==> config.mk <==
export PLATFORM = sky130hd
export DESIGN_NAME = sha_nonce_sweep_ctrl
export DESIGN_NICKNAME = d
export VERILOG_FILES = /design/src/rtl/sha_nonce_sweep_ctrl.sv
export SDC_FILE = /design/constraint.sdc
export NUM_CORES = 1
export LEC_CHECK = 0
export CORE_ASPECT_RATIO = 1.4
export CORE_MARGIN = 2
export CORE_UTILIZATION = 59
export CTS_BUF_LIST = sky130_fd_sc_hd__clkbuf_16
export CTS_CLUSTER_SIZE = 40
export DETAILED_ROUTE_END_ITERATION = 7
export PLACE_DENSITY = 0.87
export RECOVER_POWER = 50
export SLEW_MARGIN = 20
export SYNTH_ARGS = -nofsm -noshare
export SYNTH_HDL_FRONTEND = slang
export SYNTH_SLANG_ARGS = --single-unit
export TNS_END_PERCENT = 5
==> constraint.sdc <==
create_clock -name clk -period 4 [get_ports clk]
set_input_delay 0.6 -clock clk [delete_from_list [all_inputs] [get_ports clk]]
set_output_delay 0.6 -clock clk [all_outputs]
set_load 0.02 [all_outputs]
==> src/rtl/sha_nonce_sweep_ctrl.sv <==
`timescale 1ns/1ps
`default_nettype none
// ============================================================================
// Module      : sha_nonce_sweep_ctrl
// Description : Autonomous nonce-sweep sequencer driving a sha256 core's
//               register bus. It hashes an 80-byte header (19 local words plus
//               a swept nonce) as two SHA-256 blocks. Digest word 0 is tested
//               against a leading-zero target, and the sweep stops on a hit or
//               at the end of the nonce range.
//               Optional macro SHA_SWEEP_IRQ_EN adds irq_found / irq_mask.
// Revision    : 1.0 - initial release
// ============================================================================
module sha_nonce_sweep_ctrl #(
  parameter int BITS     = 32,
  parameter int POLL_MAX = 255
) (
  input  logic            clk,
  input  logic            reset_n,
  input  logic            start,
  input  logic            abort,
  input  logic            hdr_we,
  input  logic [4:0]      hdr_addr,
  input  logic [BITS-1:0] hdr_wdata,
  input  logic [BITS-1:0] nonce_start,
  input  logic [BITS-1:0] nonce_end,
  input  logic [5:0]      target_zeros,
  output logic            busy,
  output logic            done,
  output logic            found,
  output logic            err,
  output logic [BITS-1:0] found_nonce,
  output logic [BITS-1:0] cur_nonce,
  output logic [BITS-1:0] hash_w0,
  output logic            sha_cs,
  output logic            sha_we,
  output logic [7:0]      sha_address,
  output logic [BITS-1:0] sha_write_data,
  input  logic [BITS-1:0] sha_read_data,
  input  logic            sha_error
`ifdef SHA_SWEEP_IRQ_EN
  ,output logic           irq_found
  ,input  logic           irq_mask
`endif
);

  localparam int PW = $clog2(POLL_MAX + 1);

  typedef enum logic [2:0] {
    S_IDLE    = 3'd0,
    S_WR_BLK  = 3'd1,
    S_WR_CTRL = 3'd2,
    S_GAP     = 3'd3,
    S_POLL    = 3'd4,
    S_RD_DIG  = 3'd5,
    S_CHECK   = 3'd6
  } state_t;

  state_t          r_state;
  state_t          w_state_nxt;

  logic [BITS-1:0] r_hdr [0:18];
  logic [3:0]      r_word;
  logic            r_blk;
  logic [PW-1:0]   r_poll_cnt;
  logic [BITS-1:0] r_cur_nonce;
  logic [BITS-1:0] r_end_nonce;
  logic [5:0]      r_tz;
  logic [BITS-1:0] r_hash_w0;
  logic [BITS-1:0] r_found_nonce;
  logic            r_found;
  logic            r_err;
  logic            r_done;

  logic            w_cs;
  logic            w_we;
  logic [7:0]      w_addr;
  logic [BITS-1:0] w_wdata;
  logic [BITS-1:0] w_blk_word;
  logic [BITS-1:0] w_mask;
  logic            w_hit_cond;
  logic            w_start_ok;
  logic            w_fin;
  logic            w_err_set;
  logic            w_hit;
  logic            w_nonce_inc;
  logic            w_blk1_go;

  // Leading-zero test: mask covers the top r_tz bits (r_tz already clamped)
  assign w_mask     = ~({BITS{1'b1}} >> r_tz);
  assign w_hit_cond = ((r_hash_w0 & w_mask) == '0);

  // Message word for the current block slot: header words, then nonce and padding
  always_comb begin
    w_blk_word = '0;
    if (!r_blk) begin
      w_blk_word = r_hdr[{1'b0, r_word}];
    end else begin
      case (r_word)
        4'd0:    w_blk_word = r_hdr[16];
        4'd1:    w_blk_word = r_hdr[17];
        4'd2:    w_blk_word = r_hdr[18];
        4'd3:    w_blk_word = r_cur_nonce;
        4'd4:    w_blk_word = 32'h8000_0000;
        4'd15:   w_blk_word = 32'h0000_0280;
        default: w_blk_word = '0;
      endcase
    end
  end

  // State register
  always_ff @(posedge clk or negedge reset_n) begin
    if (!reset_n) begin
      r_state <= S_IDLE;
    end else begin
      r_state <= w_state_nxt;
    end
  end

  // Next-state, bus drive and event strobes; core error then abort override last
  always_comb begin
    w_state_nxt = r_state;
    w_cs        = 1'b0;
    w_we        = 1'b0;
    w_addr      = 8'h00;
    w_wdata     = '0;
    w_start_ok  = 1'b0;
    w_fin       = 1'b0;
    w_err_set   = 1'b0;
    w_hit       = 1'b0;
    w_nonce_inc = 1'b0;
    w_blk1_go   = 1'b0;
    case (r_state)
      S_IDLE: begin
        if (start) begin
          w_start_ok  = 1'b1;
          w_state_nxt = S_WR_BLK;
        end
      end
      S_WR_BLK: begin
        w_cs    = 1'b1;
        w_we    = 1'b1;
        w_addr  = {4'h1, r_word};
        w_wdata = w_blk_word;
        if (r_word == 4'd15) w_state_nxt = S_WR_CTRL;
      end
      S_WR_CTRL: begin
        w_cs        = 1'b1;
        w_we        = 1'b1;
        w_addr      = 8'h08;
        w_wdata     = r_blk ? 32'h0000_0006 : 32'h0000_0005;
        w_state_nxt = S_GAP;
      end
      S_GAP: begin
        w_state_nxt = S_POLL;
      end
      S_POLL: begin
        w_cs   = 1'b1;
        w_addr = 8'h09;
        if (sha_read_data[1:0] == 2'b11) begin
          if (r_blk) begin
            w_state_nxt = S_RD_DIG;
          end else begin
            w_blk1_go   = 1'b1;
            w_state_nxt = S_WR_BLK;
          end
        end else if (r_poll_cnt == PW'(POLL_MAX - 1)) begin
          w_err_set   = 1'b1;
          w_fin       = 1'b1;
          w_state_nxt = S_IDLE;
        end
      end
      S_RD_DIG: begin
        w_cs        = 1'b1;
        w_addr      = 8'h20;
        w_state_nxt = S_CHECK;
      end
      S_CHECK: begin
        if (w_hit_cond) begin
          w_hit       = 1'b1;
          w_fin       = 1'b1;
          w_state_nxt = S_IDLE;
        end else if (r_cur_nonce == r_end_nonce) begin
          w_fin       = 1'b1;
          w_state_nxt = S_IDLE;
        end else begin
          w_nonce_inc = 1'b1;
          w_state_nxt = S_WR_BLK;
        end
      end
      default: begin
        w_state_nxt = S_IDLE;
      end
    endcase

    if ((r_state != S_IDLE) && sha_error) begin
      w_err_set   = 1'b1;
      w_fin       = 1'b1;
      w_hit       = 1'b0;
      w_nonce_inc = 1'b0;
      w_blk1_go   = 1'b0;
      w_state_nxt = S_IDLE;
    end

    if (abort) begin
      w_start_ok  = 1'b0;
      w_fin       = 1'b0;
      w_err_set   = 1'b0;
      w_hit       = 1'b0;
      w_nonce_inc = 1'b0;
      w_blk1_go   = 1'b0;
      w_state_nxt = S_IDLE;
    end
  end

  // Header store: writable only while idle, out-of-range indices dropped
  always_ff @(posedge clk or negedge reset_n) begin
    if (!reset_n) begin
      for (int i = 0; i < 19; i++) r_hdr[i] <= '0;
    end else if ((r_state == S_IDLE) && hdr_we && (hdr_addr <= 5'd18)) begin
      r_hdr[hdr_addr] <= hdr_wdata;
    end
  end

  // Sweep datapath: counters, nonce, digest capture and sticky result flags
  always_ff @(posedge clk or negedge reset_n) begin
    if (!reset_n) begin
      r_word        <= '0;
      r_blk         <= 1'b0;
      r_poll_cnt    <= '0;
      r_cur_nonce   <= '0;
      r_end_nonce   <= '0;
      r_tz          <= '0;
      r_hash_w0     <= '0;
      r_found_nonce <= '0;
      r_found       <= 1'b0;
      r_err         <= 1'b0;
      r_done        <= 1'b0;
    end else begin
      r_done <= w_fin;
      if (r_state == S_POLL) r_poll_cnt <= r_poll_cnt + PW'(1);
      else                   r_poll_cnt <= '0;
      if (r_state == S_WR_BLK) r_word <= r_word + 4'd1;
      if (r_state == S_RD_DIG) r_hash_w0 <= sha_read_data;
      if (w_blk1_go) r_blk <= 1'b1;
      if (w_nonce_inc) begin
        r_cur_nonce <= r_cur_nonce + 32'd1;
        r_blk       <= 1'b0;
      end
      if (w_err_set) r_err <= 1'b1;
      if (w_hit) begin
        r_found       <= 1'b1;
        r_found_nonce <= r_cur_nonce;
      end
      if (w_start_ok) begin
        r_cur_nonce <= nonce_start;
        r_end_nonce <= nonce_end;
        r_tz        <= (target_zeros > 6'd32) ? 6'd32 : target_zeros;
        r_found     <= 1'b0;
        r_err       <= 1'b0;
        r_word      <= '0;
        r_blk       <= 1'b0;
      end
    end
  end

`ifdef SHA_SWEEP_IRQ_EN
  logic r_irq;

  // Hit interrupt pulse, aligned with the done pulse
  always_ff @(posedge clk or negedge reset_n) begin
    if (!reset_n) r_irq <= 1'b0;
    else          r_irq <= w_hit && !irq_mask;
  end

  assign irq_found = r_irq;
`endif

  assign busy           = (r_state != S_IDLE);
  assign done           = r_done;
  assign found          = r_found;
  assign err            = r_err;
  assign found_nonce    = r_found_nonce;
  assign cur_nonce      = r_cur_nonce;
  assign hash_w0        = r_hash_w0;
  assign sha_cs         = w_cs;
  assign sha_we         = w_we;
  assign sha_address    = w_addr;
  assign sha_write_data = w_wdata;

endmodule
`default_nettype wire

# == Word level (Yosys, flattened, before mapping) ==
# Index checks and enable logic that the tools add are counted.
# word_totals
ff_bits,761
word_cells,140
# op_classes
addsub,3
magnitude_cmp,5
n_eq_ne,17
n_shift,1
muxes,63
bitwise_logic,4
reduce_logical,16
# op_table
cell,n
$bwmux 608,1
$mux 32,6
$pmux 32 s6,1
$bmux 32 s5,1
$demux 32 s5,1
$pmux 32 s2,1
$mux 1,37
$add 32x1->32 const B,1
$and 32x32->32,1
$eq 32x32->1,1
$logic_not 32->1,1
$not 32->32,1
$shr 32x6->32 const A,1
$pmux 6 s4,1
$mux 3,7
$pmux 3 s7,1
$ge 6x6->1 const B,2
$eq 3x3->1 const B,3
$add 8x1->8 const B,1
$eq 4x2->1 const B,2
$eq 8x8->1 const B,1
$mux 4,2
$mux 8,1
$ne 4x4->1 const B,2
24 further kinds,32

# == Logic depth before layout (Yosys ltp) ==
# depth
depth_word,10
ltp_mapped,12
mapped_depth_nobuf,9

# == Worst setup path before layout ==
# OpenSTA, ideal clock, no wires.
# synth_timing
path_kind,register -> output
startpoint,register r_word[0]
endpoint,output port sha_write_data[10]
arrival_time_ps,3041
slack_ps,359
path_stages_with_launch,11
path_buffers,5
path_cell_list,dfrtp_1 -> clkbuf_1 -> clkbuf_1 -> clkbuf_1 -> inv_1 -> ha_1 -> and2_0 -> clkbuf_1 -> clkbuf_1 -> a22oi_1 -> a311oi_1
# synth_between
elab_chain_len,6
word_cells_on_any_way,13
cone_classes,eq/ne (5); mux (6); bitwise (1); reduce/logical (1)
# synth_lines
item,line,text
"start, declared",62,logic [3:0] r_word;
"start signal, assigned",242,if (r_state == S_WR_BLK) r_word <= r_word + 4'd1;
$not 4->6 (not written as such),96,"w_blk_word = r_hdr[{1'b0, r_word}];"
$bmux 32 s5,96,
$mux 32 (not written as such) (2 in series),96,
$mux 32 *,95,if (!r_blk) begin
$pmux 32 s2 *,132,case (r_state)
"end, declared",37,"output logic [BITS-1:0] sha_write_data,"
# Mark *: on every way between the ends. The rest lies on a longest branch, timed or not. The select of a mux whose other input is x is not followed.

# == Worst setup path after layout ==
# layout_timing
startpoint,register r_word[0]
endpoint,output port sha_write_data[12]
# The elaborated chain is that of the path after synthesis.

==> reports/summary.txt <==
Placed Instances - 3441
DIE AREA - 62200 µm²
Max-Cap Viols - 11
failing checks - max-capacitance violations, max-slew violations
multiplexer share of the synthesized area - 32.0%
CTS tree - built
DRT iter0 DRCs - 2906
initial antenna violation count - 8
final period utilization - 99.0%
Power Total - 27.8 mW
Yosys warning total - 0
Crit-path slowest cell - clkdlybuf4s50_1
Yosys reg bits - 761
Root Driver - clkbuf_16
H-tree levels - 3
Synth Flop Type - dfrtp_1
post-synthesis cell count - 2554
drt pass-1 iters - 8
Die H - 294 µm
sequential-to-total area share from yosys stat - 53.6%
Rel. slew slack - -70.0%
Starting Density - 59.5%
outcome - finished with violations
ranking of synthesized cells by area - dfrtp_1 (54%), mux2_2 (20%), mux4_2 (10%), nand2_1 (1.8%), clkbuf_1 (1.6%)
post-synthesis simple-gate area fraction - 5.32%
Post-synth top cells - dfrtp_1 (761), mux2_2 (643), nand2_1 (174), mux4_2 (160), clkbuf_1 (153)
library cells used by synthesis - 73
GP Congestion - 0.973
Final min period - 3.96 ns
largest family of logic cells by synthesized area - multiplexers
post-route setup slack - 0.0409 ns
xor/xnor share of the synthesized area - 1.16%
share of cells above drive strength 1 - 37.9%
CP dominant cell by count - buf_6
power per standard cell area - 669 nW/µm²
number of remaining DRC errors - 0
unrepaired setup endpoints after global routing - true
CTS buffer count - 70
Avg Vias per Cell - 6.79
core outline area - 59700 µm²
Lkg Pwr - 18.6 nW
WL/cell - 29.4 µm
Hold WC Path Type - primary input to async pin
row count - 106
fin. max-slew vios - 577
Max IR drop VDD - 0.000346 V
Final nets - 2910
Syn Area/Cell - 13.9 µm²
CP Data Arrival Time - 3.36 ns
hold slack - 0.0374 ns
largest stage delay on the critical path - 0.69 ns
Clock Skew - 0.0221 ns
Worst-path clk slew - 0.07 ns
final WL - 105 mm
largest net degree at the start of global routing - 109
cell taking the most area after synthesis - dfrtp_1
Setup-failing EPs final - 0
crit path buf inv count - 3
first-pass GRT wire length - 159 mm
CTS max path bufs - 3
Slew @ Worst Pin - 2.55 ns
worst path required time - 3.40 ns
GRT Resource Usage Total - 34.3%
grt ovf - 0
final hold viol count - 0
Post-DP HPWL - 64.5 mm
top cell type's share of synthesized area - 53.6%
Crit Path Class - flop to primary output
Synth-to-Final Area Change - 17.2%
clk sinks - 761
critical path startpoint category - flop
Post-synth EDFFs - 0
post-synthesis compound-gate area fraction - 4.43%
most common cell in the netlist - dfrtp_1
synthesized cell area - 35500 µm²
DP Worst Slack - 0.480 ns
Detail Route Antenna Nets - 0
Non-Filler Instances - 3571
Async S/R FF share, synth - 100%
IO buf count - 284
crit-path max FO - 18
post-layout util - 69.8%
Die W - 211 µm
Peak Freq - 0.253 GHz
post-synthesis adder-cell area fraction - 0.331%
Top Family by Delay on Critical Path - buffers and inverters
Worst Setup End Kind - primary output
Cell Chain, Critical Path - buf_6, ha_1, and2_1, buf_6, a22oi_1, a311oi_2, clkdlybuf4s50_1
Worst-Skew Late Latency - 0.62 ns
via count - 24.3k
number of global-route vias before repair - 26.0k
# IOs - 287
## state kept, by name, summed over array words and instances, names as in the netlist
register / cells
cur_nonce: 32
done: 1
err: 1
found: 1
found_nonce: 32
hash_w0: 32
r_blk: 1
r_end_nonce: 32
r_hdr: 608
r_poll_cnt: 8
r_state: 3
r_tz: 6
r_word: 4
## power by group
part           switching (mW)  leakage (nW)  total [mW]  internal (mW)
logic                    4.38          7.59        9.17           4.79
clock network            2.96          1.14        6.70           3.74
registers                2.00          9.84        12.0           9.97
## cell usage in the layout (no fill, tap or decap), types with 12 or more instances in the layout
cell type / netlist / final
dlygate4sd3_1: 0 / 27
xor2_1: 39 / 39
nor2_1: 80 / 71
clkbuf_1: 153 / 15
buf_12: 3 / 18
dfrtp_1: 761 / 756
a311oi_1: 27 / 23
clkbuf_16: 0 / 75
mux4_2: 160 / 160
mux2_4: 29 / 29
mux2_2: 643 / 643
nand2_1: 174 / 171
a22oi_1: 63 / 63
clkinv_1: 1 / 20
nor3_1: 19 / 16
o21ai_0: 31 / 31
inv_1: 23 / 34
a21oi_1: 33 / 33
nor4_1: 13 / 12
buf_4: 6 / 56
nand3_1: 34 / 33
a31oi_1: 15 / 15
clkdlybuf4s50_1: 0 / 230
and2_1: 15 / 16
## per-layer routing
layer | GRT usage [%] | vias to the layer above | part of all wire (%)
met5 | 0 | - | 0.045
met3 | 7.48 | 429 | 9.4
li1 | - | 9753 | -
met2 | 56.0 | 1539 | 49
met1 | 41.4 | 12500 | 35
met4 | 22.2 | 8 | 6.7
## stage by stage
stage                     instance area, µm²  setup TNS (ns)
after floorplan                        35500               0
after global placement                 39400               0
after detailed placement               39400               0
after CTS                              41700          -0.475
after global routing                   41600         -0.0320
final                                  41600               0
## what timing repair did
item / CTS / global route
pin swaps: 0 / 0
setup buffers: 0 / 0
endpoints found under the setup margin: 19 / 11
gates resized for setup: 17 / 16
gates cloned: 0 / 1
hold buffers: 0 / 0
## worst paths after layout
| check | depth (start not counted) | startpoint | end | slack [ns] |
|---|---|---|---|---|
| max reg2reg | 7 | r_state[2] | r_hdr[178] | 0.82 |
| max | 7 | r_word[0] | sha_write_data[12] | 0.04 |
| min in group clk | 2 | r_end_nonce[1] | r_end_nonce[1] | 0.50 |
| max in group asynchronous | 2 | reset_n | r_hdr[372] | 0.70 |
| min | 1 | reset_n | r_end_nonce[28] | 0.04 |
| min reg2reg | 2 | r_end_nonce[1] | r_end_nonce[1] | 0.50 |
## kinds of logic after synthesis
group | Yosys count
and+or+nand+nor | 402
buffers and inverters | 269
other | 1
xor gates and xnor gates | 47
adders and majority gates | 10
DFF | 761
muxes | 842
AOI/OAI and AO/OA | 222
## final cells by class
cell class / instances / area [µm²]
sequential: 761 / 19100
clock inverter: 52 / 399
timing repair buffer: 376 / 3770
antenna: 3 / 7.51
fill: 3655 / 18000
inverter: 24 / 90.1
tap: 756 / 946
multi-input combinational: 1525 / 15500
clock buffer: 74 / 1850
Note: power is estimated with default switching activity, not from simulation.
